**src/rtl/commit_batch_eng.sv**
```systemverilog
// commit_batch_eng
//   Applies an already-parsed VR COMMIT (view, commit opnum) to the replica.
//   The command is first validated against the replica state. Each log entry
//   from last-committed+1 up to min(commit, last_op) then gets its committed
//   flag set by a read-modify-write of the circular log, one entry at a time.
//   At most MAX_BATCH entries are committed per command. The new commit number
//   is then written back to the VR state, and a status is reported.
//
//   Handshake rule, for every val/rdy pair: a transfer happens on the clock
//   edge where both val and rdy are high. Once val is raised it stays high,
//   and its payload stays stable, until that transfer.
//
// Ports
//   clk, rst                      clock, asynchronous active-high reset
//   cmd_val/cmd_rdy               command handshake
//   cmd_view, cmd_commit_num      view and commit opnum of the COMMIT message
//   state_view                    current replica view
//   state_commit_num              last committed opnum
//   state_last_op                 highest opnum present in the log
//   state_wr_val/rdy              write-back handshake for the new commit number
//   state_wr_commit_num           new commit number
//   log_rd_req_val/rdy            log read request; log_rd_req_addr = slot
//   log_rd_resp_val/rdy           log read response; log_rd_resp_data = entry
//   log_wr_val/rdy                log write; log_wr_addr, log_wr_data
//   done_val/done_rdy             completion handshake
//   done_status                   0 OK, 1 STALE, 2 PARTIAL
//   done_count                    entries committed by this command
//   busy                          high whenever the engine is not idle
module commit_batch_eng #(
   parameter int NOC_DATA_W  = 512,
   parameter int LOG_DEPTH_W = 10,
   parameter int OPNUM_W     = 64,
   parameter int VIEW_W      = 64,
   parameter int MAX_BATCH   = 16,
   parameter int COMMIT_BIT  = 0
) (
   input  logic                             clk,
   input  logic                             rst,
   input  logic                             cmd_val,
   output logic                             cmd_rdy,
   input  logic [VIEW_W-1:0]                cmd_view,
   input  logic [OPNUM_W-1:0]               cmd_commit_num,
   input  logic [VIEW_W-1:0]                state_view,
   input  logic [OPNUM_W-1:0]               state_commit_num,
   input  logic [OPNUM_W-1:0]               state_last_op,
   output logic                             state_wr_val,
   input  logic                             state_wr_rdy,
   output logic [OPNUM_W-1:0]               state_wr_commit_num,
   output logic                             log_rd_req_val,
   input  logic                             log_rd_req_rdy,
   output logic [LOG_DEPTH_W-1:0]           log_rd_req_addr,
   input  logic                             log_rd_resp_val,
   output logic                             log_rd_resp_rdy,
   input  logic [NOC_DATA_W-1:0]            log_rd_resp_data,
   output logic                             log_wr_val,
   input  logic                             log_wr_rdy,
   output logic [LOG_DEPTH_W-1:0]           log_wr_addr,
   output logic [NOC_DATA_W-1:0]            log_wr_data,
   output logic                             done_val,
   input  logic                             done_rdy,
   output logic [1:0]                       done_status,
   output logic [$clog2(MAX_BATCH+1)-1:0]   done_count,
   output logic                             busy
);

   localparam int CW = $clog2(MAX_BATCH+1);

   localparam logic [1:0] STATUS_OK      = 2'd0;
   localparam logic [1:0] STATUS_STALE   = 2'd1;
   localparam logic [1:0] STATUS_PARTIAL = 2'd2;

   typedef enum logic [2:0] {
      ST_IDLE, ST_CHECK, ST_RD_REQ, ST_RD_RESP, ST_WR, ST_STATE_WR, ST_DONE
   } state_t;

   state_t                 state, state_n;
   logic                   out_en;     // holds cmd_rdy low until the first clock after reset
   logic [VIEW_W-1:0]      view_q;
   logic [OPNUM_W-1:0]     commit_q;
   logic [OPNUM_W-1:0]     target_q;
   logic [OPNUM_W-1:0]     cur_q;      // opnum of the entry being committed
   logic [CW-1:0]          cnt_q;
   logic                   stale_q;
   logic [NOC_DATA_W-1:0]  word_q;

   logic [OPNUM_W-1:0]     target_c;
   logic                   stale_c;
   logic [OPNUM_W-1:0]     cur_inc;
   logic [CW-1:0]          cnt_inc;
   logic                   batch_end;
   logic                   cmd_acc;

   // Validation and loop arithmetic, kept outside the FSM process for readability.
   always_comb begin
      target_c  = (commit_q < state_last_op) ? commit_q : state_last_op;
      stale_c   = (view_q != state_view) || (commit_q <= state_commit_num) ||
                  (target_c <= state_commit_num);
      cur_inc   = cur_q + OPNUM_W'(1);
      cnt_inc   = cnt_q + CW'(1);
      batch_end = (cur_inc > target_q) || (cnt_inc == CW'(MAX_BATCH));
   end

   always_ff @(posedge clk or posedge rst) begin
      if (rst) begin
         state <= ST_IDLE;
      end else begin
         state <= state_n;
      end
   end

   always_comb begin
      state_n             = state;
      cmd_acc             = 1'b0;
      cmd_rdy             = 1'b0;
      busy                = (state != ST_IDLE);
      log_rd_req_val      = 1'b0;
      log_rd_resp_rdy     = 1'b0;
      log_wr_val          = 1'b0;
      state_wr_val        = 1'b0;
      done_val            = 1'b0;
      log_rd_req_addr     = cur_q[LOG_DEPTH_W-1:0];
      log_wr_addr         = cur_q[LOG_DEPTH_W-1:0];
      log_wr_data         = word_q;
      state_wr_commit_num = '0;
      done_status         = STATUS_OK;
      done_count          = '0;
      case (state)
         ST_IDLE: begin
            cmd_rdy = out_en;
            cmd_acc = out_en && cmd_val;
            if (cmd_acc) state_n = ST_CHECK;
         end
         ST_CHECK: begin
            state_n = stale_c ? ST_DONE : ST_RD_REQ;
         end
         ST_RD_REQ: begin
            log_rd_req_val = 1'b1;
            if (log_rd_req_rdy) state_n = ST_RD_RESP;
         end
         ST_RD_RESP: begin
            log_rd_resp_rdy = 1'b1;
            if (log_rd_resp_val) state_n = ST_WR;
         end
         ST_WR: begin
            log_wr_val = 1'b1;
            if (log_wr_rdy) state_n = batch_end ? ST_STATE_WR : ST_RD_REQ;
         end
         ST_STATE_WR: begin
            state_wr_val        = 1'b1;
            state_wr_commit_num = cur_q - OPNUM_W'(1);
            if (state_wr_rdy) state_n = ST_DONE;
         end
         ST_DONE: begin
            done_val   = 1'b1;
            done_count = cnt_q;
            if (stale_q)
               done_status = STATUS_STALE;
            else if ((cur_q - OPNUM_W'(1)) < target_q)
               done_status = STATUS_PARTIAL;   // stopped by MAX_BATCH, not by target
            else
               done_status = STATUS_OK;
            if (done_rdy) state_n = ST_IDLE;
         end
         default: state_n = ST_IDLE;
      endcase
   end

   always_ff @(posedge clk or posedge rst) begin
      if (rst) begin
         out_en   <= 1'b0;
         view_q   <= '0;
         commit_q <= '0;
         target_q <= '0;
         cur_q    <= '0;
         cnt_q    <= '0;
         stale_q  <= 1'b0;
         word_q   <= '0;
      end else begin
         out_en <= 1'b1;
         case (state)
            ST_IDLE: begin
               if (cmd_acc) begin
                  view_q   <= cmd_view;
                  commit_q <= cmd_commit_num;
               end
            end
            ST_CHECK: begin
               cnt_q    <= '0;
               stale_q  <= stale_c;
               target_q <= target_c;
               cur_q    <= state_commit_num + OPNUM_W'(1);
            end
            ST_RD_RESP: begin
               if (log_rd_resp_val) begin
                  word_q             <= log_rd_resp_data;
                  word_q[COMMIT_BIT] <= 1'b1;   // later NBA wins for this bit only
               end
            end
            ST_WR: begin
               if (log_wr_rdy) begin
                  cnt_q <= cnt_inc;
                  cur_q <= cur_inc;
               end
            end
            default: ;
         endcase
      end
   end

endmodule

```
**config.mk**
```make
export PLATFORM = sky130hd
export DESIGN_NAME = commit_batch_eng
export DESIGN_NICKNAME = d
export VERILOG_FILES = /design/src/rtl/commit_batch_eng.sv
export SDC_FILE = /design/constraint.sdc
export NUM_CORES = 2
export LEC_CHECK = 0
export ABC_AREA = 0
export CAP_MARGIN = 20
export CORE_AREA = 5 5 564 566
export DETAILED_ROUTE_END_ITERATION = 8
export DIE_AREA = 0 0 569 571
export DONT_BUFFER_PORTS = 1
export GPL_TIMING_DRIVEN = 0
export PLACE_DENSITY = 0.3
export SLEW_MARGIN = 10
export SYNTH_ARGS = -nofsm -noshare
export SYNTH_HDL_FRONTEND = slang
export SYNTH_SLANG_ARGS = --single-unit
```
**constraint.sdc**
```tcl
create_clock -name clk -period 38.3 [get_ports clk]
set_input_delay 11.49 -clock clk [delete_from_list [all_inputs] [get_ports clk]]
set_output_delay 11.49 -clock clk [all_outputs]
set_load 0.005 [all_outputs]
```
==> impl_summary.md <==
Critical path
STA classifies the critical path startpoint as a flop. The reg-to-reg startpoint is cur_q[0]. Data arrives at the worst endpoint at 6.40 ns. The critical path's slowest cell is sky130_fd_sc_hd__nor4_1. The most critical setup path has its startpoint at cur_q[0]. The largest fanout on the critical path is 12. The cell class contributing the biggest share of worst-path delay is simple AND/OR/NAND/NOR gates. The logic depth of the worst path, buffers included is 15. By startpoint and endpoint, the worst setup path is classified as flop to output port. The critical path ends at done_status[1]. The number of buffers and inverters on the critical path is 1. The worst setup path is captured at an output port. The biggest cell delay along the critical path is 0.95 ns. The worst register-to-register path has a depth of 18. The slack of the worst reg-to-reg path is 30.91 ns.

The critical path goes through inv_1 > ha_1 > nor3b_2 > nand4_1 > nor4_1 > and2_1 > nand2_1 > xnor2_1 > ha_1 > nand4_1 > nor2_1 > nand3_1 > a2111oi_2 > or4_1 > a221oi_1. Data on the critical path is required at its endpoint by 26.81 ns. The reg-to-reg endpoint is state[2].

Clocking
The number of hold buffers added after CTS was 0. Clock-pin slew was measured on the worst setup and hold paths at 0.06 ns. The number of cells upsized or downsized after cts is 0.

The count of buffers added by post-CTS timing repair for setup is 0. The number of sinks on the clock net is 778. Clock tree synthesis inserted a total of 113 buffers.

The maximum buffer depth of the clock tree is 4. The root buffer cell chosen for the clock tree is sky130_fd_sc_hd__clkbuf_16. The clock reaches the later pin of the worst-skew pair after 0.86 ns. TritonCTS built the clock tree. The depth of the CTS H-tree is 3.

Logic synthesis
The share of async-settable or async-resettable flops after synthesis is 100%. Counting every net in the synthesized netlist gives 4,929. The cell count after synthesis came out at 3,767. The dominant register cell in the synthesized netlist is sky130_fd_sc_hd__dfrtp_1.

Counting flops with a built-in enable in the synthesized netlist gives 0. For this run, the number of Yosys warnings is 0. A synthesized cell averages 11.4 um^2. After synthesis, the share of cell area in mux cells is 20.3%. The compound-gate portion of the synthesized area is 6.38%.

The main combinational cell family by area after synthesis is multiplexers. Of the total synthesized cell area, the portion taken by AND, OR, NAND and NOR gates is 9.64%. Of the total synthesized cell area, the portion taken by XOR and XNOR cells is 4.92%.

The synthesized netlist devotes 9.40% of its cell area to adder and majority cells. The unique cell type count in the Yosys netlist is 77. The number of register bits inferred by synthesis is 778. The portion of the post-synthesis area used by sequential elements is 45.4%. The total standard cell area after synthesis is 42,900 um^2.

Floorplanning
The standard-cell row count is 206. For this design the top-level I/O count stands at 1,450. The floorplan die width is 569 um. For this configuration, the core starts out at a cell density of 13.7%. The die outline height is 571 um. The placeable core region is 313,000 um^2. The die covers 325,000 um^2.

STA
In this run the tightest slew margin relative to its limit is 22.7%. The worst slack on hold paths is 0.494 ns. The slew of the pin with the lowest slew margin is 1.16 ns. The setup violation total in the final timing report is 0. Adding up every negative setup slack in the final design gives 0 ns. The clock tree skew after final layout is 0.0928 ns. Static timing analysis puts the maximum clock frequency at 55.9 MHz.

The number of hold-slack violations in the final timing report is 0. The minimum clock period is 17.89 ns. The worst path uses 46.7% of the clock period. The final worst-path setup slack is 20.41 ns. Setup repair after global routing left no endpoint under its margin. The number of pins with negative max-slew slack in the final report is 0.

GRT
The total global routing track utilization is 19.6%. Entering global routing, the biggest net connects 111 pins. The global-route wire length before repair is 406 mm. The overflow left after global routing is 0. The via count of the first global-routing pass is 32.4k. The number of antenna violations at the first check in global routing is 423.

Detailed routing
In the final routed layout, each cell accounts on average for 40.0 um. The first-iteration detailed-routing DRC count is 2,032. Summed over all layers, the routed wires come to 330 mm. The detail route stage leaves a number of antenna-violating nets equal to 0. The via density per instance is 4.02. The pre-antenna-repair detailed-routing pass consisted of 5 iterations. After detailed routing, the number of remaining DRC violations is 0. The detailed-route via count is 33.2k.

Job
Across the run, the number of max-cap violations was 0.

Hold path
In this run the worst hold path is classified as flop to flop.

Power
The ratio of total power to cell area is 94.5 nW/um^2. VDD sags by at most 0.0000419 V. The leakage component of the power is 21.5 nW.

Placement
Once detailed placement completed, the half-perimeter wirelength came to 296 mm. The setup slack at placement is 19.37 ns. The count of buffers added on input and output ports is 0. The cell count after placement is 7,944. The placer's final routability congestion estimate is 0.924.

Cells and area
The share of cells above drive strength 1 is 25.9%. From synthesis to final layout, the design area changed by 22.4%. The net count of the finished layout is 5,061. For this run, the number of standard cells in the final layout without fillers is 8,253.

Status
The run finished with clean final reports.
-- area by class of cell --
| class | instances | area [um^2] |
|---|---|---|
| Multi-Input combinational cell | 2567 | 21700 |
| Inverter | 217 | 822 |
| Fill cell | 34800 | 261000 |
| Timing Repair Buffer | 17 | 328 |
| Clock buffer | 155 | 3150 |
| Clock inverter | 39 | 611 |
| Antenna cell | 115 | 288 |
| Sequential cell | 778 | 19500 |
| Buffer | 205 | 895 |
| Tap cell | 4160 | 5200 |
-- cells in the final DEF (no fill, tap or decap), types with 11 or more instances in the layout --
cell type / Yosys / final
sky130_fd_sc_hd__a211oi_1: 23 / 23
sky130_fd_sc_hd__a21o_1: 37 / 37
sky130_fd_sc_hd__a21oi_1: 154 / 154
sky130_fd_sc_hd__a31oi_1: 11 / 11
sky130_fd_sc_hd__and2_1: 64 / 64
sky130_fd_sc_hd__and3_1: 18 / 18
sky130_fd_sc_hd__and4_1: 12 / 12
sky130_fd_sc_hd__buf_2: 11 / 11
sky130_fd_sc_hd__buf_4: 20 / 22
sky130_fd_sc_hd__bufinv_16: 0 / 14
sky130_fd_sc_hd__clkbuf_1: 161 / 184
sky130_fd_sc_hd__clkbuf_16: 0 / 114
sky130_fd_sc_hd__clkbuf_8: 0 / 14
sky130_fd_sc_hd__clkinv_2: 0 / 15
sky130_fd_sc_hd__dfrtp_1: 778 / 778
sky130_fd_sc_hd__diode_2: 0 / 115
sky130_fd_sc_hd__ha_1: 322 / 322
sky130_fd_sc_hd__inv_1: 216 / 215
sky130_fd_sc_hd__mux2_2: 767 / 767
sky130_fd_sc_hd__nand2_1: 162 / 161
sky130_fd_sc_hd__nand2b_1: 12 / 12
sky130_fd_sc_hd__nand3_1: 75 / 75
sky130_fd_sc_hd__nand4_1: 112 / 112
sky130_fd_sc_hd__nor2_1: 147 / 147
sky130_fd_sc_hd__nor2b_1: 13 / 13
sky130_fd_sc_hd__nor3_1: 54 / 53
sky130_fd_sc_hd__nor4_1: 46 / 44
sky130_fd_sc_hd__o211ai_1: 12 / 12
sky130_fd_sc_hd__o21ai_0: 114 / 114
sky130_fd_sc_hd__o22ai_1: 15 / 15
sky130_fd_sc_hd__or2_2: 11 / 11
sky130_fd_sc_hd__or3_1: 21 / 21
sky130_fd_sc_hd__or4_1: 13 / 13
sky130_fd_sc_hd__xnor2_1: 187 / 187
sky130_fd_sc_hd__xor2_1: 52 / 52
-- worst min-delay path, stage by stage (launching register included) --
cell                      delay [ns]
sky130_fd_sc_hd__dfrtp_1        0.35
sky130_fd_sc_hd__nand2_1        0.05
sky130_fd_sc_hd__o21ai_0        0.06
-- cell usage after synthesis (all sizes together), types with 3 or more instances --
master	instances	area (um^2)
nand4	112	701
nand4b	3	26.3
a221oi	7	61.3
and4	12	105
or4	15	120
nor3	56	290
nand2	163	614
or2	13	81.3
o21bai	3	22.5
nor2b	13	81.3
a221o	6	60.1
or3	22	139
a21oi	154	771
a2111oi	7	61.3
nand3	75	375
a22oi	10	75.1
clkbuf	162	609
a21o	37	278
o21a	9	67.6
ha	322	4030
nor2	147	552
a211o	3	26.3
xnor2	187	1640
o21ai	115	576
nor4	50	347
inv	216	811
and2	65	409
o221ai	9	78.8
o31ai	4	30.0
o211ai	12	90.1
dfrtp	778	19500
xor2	53	472
a211oi	23	173
nand2b	12	75.1
o22ai	15	93.8
o21ba	4	40.0
and3	18	113
buf	43	280
mux2	767	8640
mux2i	6	60.1
o2111ai	4	35.0
a31oi	11	68.8
-- registers in the layout (all words and copies together), names as in the netlist --
name,count
out_en,1
stale_q,1
view_q,64
target_q,64
state,3
log_wr_data,512
cnt_q,5
commit_q,64
cur_q,64
-- layer usage --
layer | up-vias | GRT usage [%] | part of all wire (%)
li1 | 13900 | - | -
met1 | 16300 | 19.1 | 33
met2 | 1670 | 35.0 | 50
met3 | 907 | 11.9 | 13
met4 | 346 | 4.47 | 3.1
met5 | - | 0 | 0.67
-- report_power, final --
group	switching [W]	leakage (nW)	internal, W
logic	0.000927	10.3	0.000798
clock network	0.000432	1.83	0.000664
registers	0.000916	9.36	0.00123
-- through the flow --
step                area, um^2  total power [W]  utilization, %
floorplan                42900          0.00273               -
global placement         48100          0.00391            15.4
detailed placement       48500          0.00396            15.5
CTS                      52200          0.00509            16.7
global route             52400          0.00527            16.7
finish                   52500          0.00496            16.8
-- cells by family (layout without fill, tap and decap cells) --
group,Yosys count,in the layout
simple gates,784,784
flops,778,778
mux,773,773
compound gates,447,447
buf+inv,422,633
fa+ha+maj,322,322
xor+xnor,240,240
other cells,1,116
-- worst min path at each step --
stage / depth (start not counted) / slack [ns] / endpoint / from
2_1_floorplan: 2 / 0.45 / target_q[0] / target_q[0]
3_3_place_gp: 2 / 0.48 / target_q[0] / target_q[0]
3_5_place_dp: 2 / 0.49 / target_q[0] / target_q[0]
4_1_cts: 2 / 0.50 / target_q[0] / target_q[0]
5_1_grt: 1 / 0.52 / target_q[45] / target_q[45]
6_report: 2 / 0.49 / target_q[0] / target_q[0]
(Power assumes the default switching activity.)
